**config.mk**
```make
export PLATFORM = sky130hd
export DESIGN_NAME = piso_shift
export DESIGN_NICKNAME = d
export VERILOG_FILES = /design/src/rtl/piso_shift.sv
export SDC_FILE = /design/constraint.sdc
export NUM_CORES = 1
export LEC_CHECK = 0
export CAP_MARGIN = 10
export CORE_AREA = 2 2 39 41
export DETAILED_ROUTE_END_ITERATION = 10
export DIE_AREA = 0 0 41 43
export GPL_ROUTABILITY_DRIVEN = 0
export HOLD_SLACK_MARGIN = 0.02
export PLACE_DENSITY = 0.69
export SYNTH_ARGS = -nofsm -noshare
export SYNTH_HDL_FRONTEND = slang
export SYNTH_SLANG_ARGS = --single-unit
export TNS_END_PERCENT = 50
```
**constraint.sdc**
```tcl
create_clock -name clock -period 3.1 [get_ports clock]
set_input_delay 0.62 -clock clock [delete_from_list [all_inputs] [get_ports clock]]
set_output_delay 0.62 -clock clock [all_outputs]
set_load 0.01 [all_outputs]
```
**src/rtl/piso_shift.sv**
```systemverilog
// Parallel-in serial-out shifter: one word per frame, MSB first, with a valid/ready load handshake.
// Define PISO_SHIFT_PARITY_EN to append an even-parity bit to each frame.
module piso_shift #(
    parameter int WIDTH = 5
) (
    input  logic             clock,
    input  logic             reset,
    input  logic [WIDTH-1:0] data_i,
    input  logic             valid_i,
    output logic             ready_o,
    output logic             data_o,
    output logic             valid_o,
    output logic             last_o
);

`ifdef PISO_SHIFT_PARITY_EN
    localparam int FRAME = WIDTH + 1;
`else
    localparam int FRAME = WIDTH;
`endif
    localparam int CW = $clog2(FRAME);

    typedef enum logic {IDLE, SHIFT} state_t;

    state_t           state_q, state_d;
    logic [CW-1:0]    cnt_q, cnt_d;
    logic [WIDTH-1:0] shreg_q, shreg_d;
    logic             data_q, data_d;
    logic             valid_q, valid_d;
    logic             last_q, last_d;
    logic             load;
`ifdef PISO_SHIFT_PARITY_EN
    logic             parity_q, parity_d;
`endif

    // The final bit's cycle doubles as the reload window, so frames can abut.
    assign ready_o = !reset && (state_q == IDLE || last_q);
    assign load    = valid_i && ready_o;
    assign data_o  = data_q;
    assign valid_o = valid_q;
    assign last_o  = last_q;

    always_comb begin
        state_d  = state_q;
        cnt_d    = cnt_q;
        shreg_d  = shreg_q;
        data_d   = 1'b0;
        valid_d  = 1'b0;
        last_d   = 1'b0;
`ifdef PISO_SHIFT_PARITY_EN
        parity_d = parity_q;
`endif
        if (load) begin
            state_d  = SHIFT;
            cnt_d    = '0;
            data_d   = data_i[WIDTH-1];
            shreg_d  = {data_i[WIDTH-2:0], 1'b0};
            valid_d  = 1'b1;
`ifdef PISO_SHIFT_PARITY_EN
            parity_d = ^data_i;
`endif
        end else if (state_q == SHIFT) begin
            if (last_q) begin
                state_d = IDLE;
                cnt_d   = '0;
                shreg_d = '0;
            end else begin
                // cnt_q counts bits already completed; the bit being set up is index cnt_q+1.
                cnt_d   = cnt_q + CW'(1);
                valid_d = 1'b1;
                last_d  = (cnt_q == CW'(FRAME - 2));
`ifdef PISO_SHIFT_PARITY_EN
                if (cnt_q == CW'(WIDTH - 1)) begin
                    data_d = parity_q;
                end else
`endif
                begin
                    data_d  = shreg_q[WIDTH-1];
                    shreg_d = shreg_q << 1;
                end
            end
        end
    end

    always_ff @(posedge clock or posedge reset) begin
        if (reset) begin
            state_q  <= IDLE;
            cnt_q    <= '0;
            shreg_q  <= '0;
            data_q   <= 1'b0;
            valid_q  <= 1'b0;
            last_q   <= 1'b0;
`ifdef PISO_SHIFT_PARITY_EN
            parity_q <= 1'b0;
`endif
        end else begin
            state_q  <= state_d;
            cnt_q    <= cnt_d;
            shreg_q  <= shreg_d;
            data_q   <= data_d;
            valid_q  <= valid_d;
            last_q   <= last_d;
`ifdef PISO_SHIFT_PARITY_EN
            parity_q <= parity_d;
`endif
        end
    end

endmodule

```
=== Word level (Yosys, flattened, before mapping) ===
Index checks and enable logic that the tools add are counted.

* Bits in registers: 11
* Bits of input ports: 8
* Output and inout port bits: 4

* Add/subtract/negate cells: 1
* Equality and inequality tests: 1
* Multiplexer cells: 15
* Bitwise gates (word level): 1
* Reductions and logical operators: 5

{| class="wikitable"
|+ Operators by type and width
! operator !! number
|-
| $mux 5 || 3
|-
| $mux 1 || 9
|-
| $mux 3 || 3
|-
| $add 3x1->3 const B || 1
|-
| $eq 3x2->1 const B || 1
|-
| $logic_and 1x1->1 || 2
|-
| $reduce_bool 2->1 || 1
|-
| $logic_not 1->1 || 1
|-
| $logic_or 1x1->1 || 1
|-
| $not 1->1 || 1
|}

=== Depth between registers and ports, before layout ===
* Word-level depth: 5
* Mapped depth: 4
* Depth with buffers taken out: 3

=== Least setup slack after synthesis ===
Ideal clock, no wire load.

* Kind: register to output
* Start: register, netlist name valid_o
* End: output port ready_o
* Arrival: 0.795 ns
* Setup slack: 1.685 ns
* Cell stages (with the launch flop): 3
* Buffers on the path: 0
* Cell sequence: dfrtp_1 -> nor2b_4 -> nor2_1

{| class="wikitable"
|+ RTL lines
! what !! line !! RTL
|-
| end: declaration || 10 || <nowiki>output logic ready_o,</nowiki>
|}

=== Final worst setup path ===
* Start: input port reset
* End: output port ready_o

* Word-level cells in the longest chain between the ends: 2

{| class="wikitable"
|+ Ends and longest elaborated chain
! what !! line !! RTL
|-
| start: declaration || 7 || <nowiki>input logic reset,</nowiki>
|-
| $logic_not 1->1 (no source line) || - ||
|-
| $logic_and 1x1->1 || 37 || <nowiki>assign ready_o = !reset && (state_q == IDLE || last_q);</nowiki>
|}

Every way passes these cells.

==> out/results.tsv <==
stage	metric	value	unit
yosys	synth unique cells	19	
place	Port-buffer cells	11	
final_layout	commonest non-fill, non-tap cells in the layout	clkdlybuf4s50_1 (11), dfrtp_1 (10), nand2_1 (7)	
floorplanning	top-level port count	12	
worst_setup_path	critical path arrival	1.74	ns
final_layout	most common cell after layout, fill and taps aside	clkdlybuf4s50_1	
route	Routed WL	920	microns
sta	Tmin final	2.356	ns
floorplanning	Row Count	14	
clocking	Reg clk slew, reported paths	0.07	ns
sta	Slew Limit Fails	0	
worst_setup_path	chain of cells forming the critical path	clkdlybuf4s50_1 > nor2_1 > clkdlybuf4s50_1	
clocking	cts repair resizes	0	
clocking	post-CTS repair timing setup buffer count	0	
min_path	path category of the worst min-delay check	flop to flop	
run	MaxCap Viol Count	0	
route	# DRC	0	
floorplanning	Placeable Area	1384	sq um
worst_setup_path	Crit path required time	2.48	ns
worst_setup_path	CP most frequent cell	clkdlybuf4s50_1	
clocking	CTS buffer count	3	
floorplanning	initial core utilization	33.82	%
floorplanning	Die H	43	microns
route	Detailed Routing Iterations Pass 1	4	
sta	Final Hold Vio Count	0	
final_layout	Final #Nets	67	
route	number of vias per cell	5.083	
worst_setup_path	CP peak stage delay	0.54	ns
worst_setup_path	cell family with most CP delay	buffers and inverters	
yosys	#FFs+latches synth	10	
power	PwrDens	843.5	nW/um^2
sta	relative slew slack	73.06	%
final_layout	layout cell share with drive strength beyond 1	12.50	%
sta	final setup fails	0	
sta	clock skew	0.004094	ns
clocking	CTS Root Cell	clkbuf_4	
floorplanning	die outline width	41	microns
worst_setup_path	CP bufs+invs	2	
sta	worst-margin pin slew	0.4037	ns
yosys	sequential element share of the synthesized area	53.48	%
clocking	Sink Count	10	
yosys	Avg Cell Area, Syn	11.14	sq um
final_layout	P&R area growth vs syn	33.16	%
clocking	CTS H-Tree Depth	1	
worst_setup_path	Setup crit end kind	primary output	
sta	unrepaired setup endpoints after global routing	no	
clocking	clock buffer depth	2	
route	Final ANT Viol Nets	0	
power	Static Leak	0.2950	nW
global_routing	GR Overflow Total	0	
clocking	worst-skew pair later-pin latency	0.27	ns
global_routing	Global Route Usage Sum	12.96	%
worst_setup_path	Startpoint Class	input pin	
yosys	syn nets	52	
sta	Fmax	424.4	MHz
place	DP HPWL	694.5	microns
final_layout	Fillers	147	
worst_setup_path	Slowest-stage cell, CP	clkdlybuf4s50_1	
worst_setup_path	CP max FO	4	
sta	period utilization	76.01	%
clocking	CTS tree	built	
route	vias after detailed routing	366	
final_layout	Ant. Diodes	0	
floorplanning	Total Die Area	1763	sq um
power	peak supply drop	0.2619	mV
route	1st-iter DRT viols	2	
final_layout	Finished Layout Cells	72	
route	drt wl/cell	12.78	microns
global_routing	first-pass GRT wire length	1449	microns
place	DP Cell Count	68	
yosys	synth warn	0	
global_routing	initial antenna violation count	0	
global_routing	vias in the first global route	314	
outcome	status	finished, final reports clean	
yosys	synthesized cell area	467.9	sq um
yosys	Syn Inst Count	42	
global_routing	largest net degree at the start of global routing	11	
clocking	CTS Hold Bufs	0	
sta	setup_tns	0	ns
worst_setup_path	kind of critical path	input pin to primary output	
## flip-flops by register name, indices dropped and copies added, names as in the netlist
| signal | flops |
|---|---|
| shreg_q | 4 |
| cnt_q | 3 |
| data_o | 1 |
| last_o | 1 |
| valid_o | 1 |
## stage by stage
stage / power [W] / setup WS (ns) / instance area (sq um) / hold WS (ns) / utilization [%]
2_1_floorplan: 0.0003309 / 1.685 / 467.9 / 0.4385 / -
3_3_place_gp: 0.0004024 / 0.7525 / 586.8 / 0.4543 / 42.41
4_1_cts: 0.0005302 / 0.7342 / 623.1 / 0.4875 / 45.03
3_5_place_dp: 0.0004102 / 0.7335 / 586.8 / 0.4718 / 42.41
6_report: 0.0005256 / 0.7438 / 623.1 / 0.4851 / 45.03
5_1_grt: 0.0005704 / 0.6804 / 623.1 / 0.5285 / 45.03
## power by group
part	internal [W]	switching, W	leakage [nW]
Combinational	0.0000986	0.0000868	0.146
Sequential	0.000179	0.0000400	0.128
Clock	0.0000714	0.0000497	0.0210
Total	0.000349	0.000176	0.295
## cell type report
type	instances	area, sq um	share of cell area [%]
clock buffer	4	36.28	5.823
timing repair buffer	11	110.1	17.67
tap	16	20.02	3.213
sequential	10	250.2	40.16
inverter	3	11.26	1.807
multi-input combinational	28	195.2	31.33
## synthesized netlist by cell type (all sizes together)
cell,n,share of area [%]
buf,1,2.4
a32o,1,2.1
o32ai,1,1.9
o211ai,3,4.8
nand3,2,2.1
dfrtp,10,53
a32oi,3,5.6
and2,1,1.3
nor2,1,0.80
nand2b,2,2.7
nand2,7,5.6
nor2b,2,4.8
ha,2,5.3
o22ai,1,1.3
o21ai,1,1.1
inv,3,2.4
mux2i,1,2.1
## cells by family (layout without fill, tap and decap cells)
group,count (synthesis),after routing,synth area share [%]
adders and majority gates,2,2,5.347
muxes,1,1,2.139
AOI/OAI and AO/OA,10,10,16.85
buffers and inverters,4,18,4.812
DFF,10,10,53.48
and+or+nand+nor,15,15,17.38
## path summary, 6_finish.rpt
check / start / end / slack (ns) / cells after the start
max: reset / ready_o / 0.74 / 3
min reg2reg: shreg_q[4]$_DFFE_PP0P_ / data_o$_DFF_PP0_ / 0.49 / 2
min in group asynchronous: reset / shreg_q[3]$_DFFE_PP0P_ / 0.72 / 2
max in group asynchronous: reset / shreg_q[1]$_DFFE_PP0P_ / 2.09 / 2
min: shreg_q[4]$_DFFE_PP0P_ / data_o$_DFF_PP0_ / 0.49 / 2
max reg2reg: cnt_q[0]$_DFFE_PP0P_ / cnt_q[2]$_DFFE_PP0P_ / 2.03 / 3
## per-layer routing
layer  vias to the layer above  wire length [microns]  track usage (%)
li1                        182                      -                -
met1                       168                    425            16.50
met2                        13                    429            17.81
met3                         3                     44            4.712
met4                         0                     21            8.000
met5                         -                      0                0
## worst min-delay path: stages (launching register included)
cell and delay, ns:
dfrtp_1 0.36, nand2_1 0.05, nand2_1 0.05
Note: power is estimated with default switching activity, not from simulation.
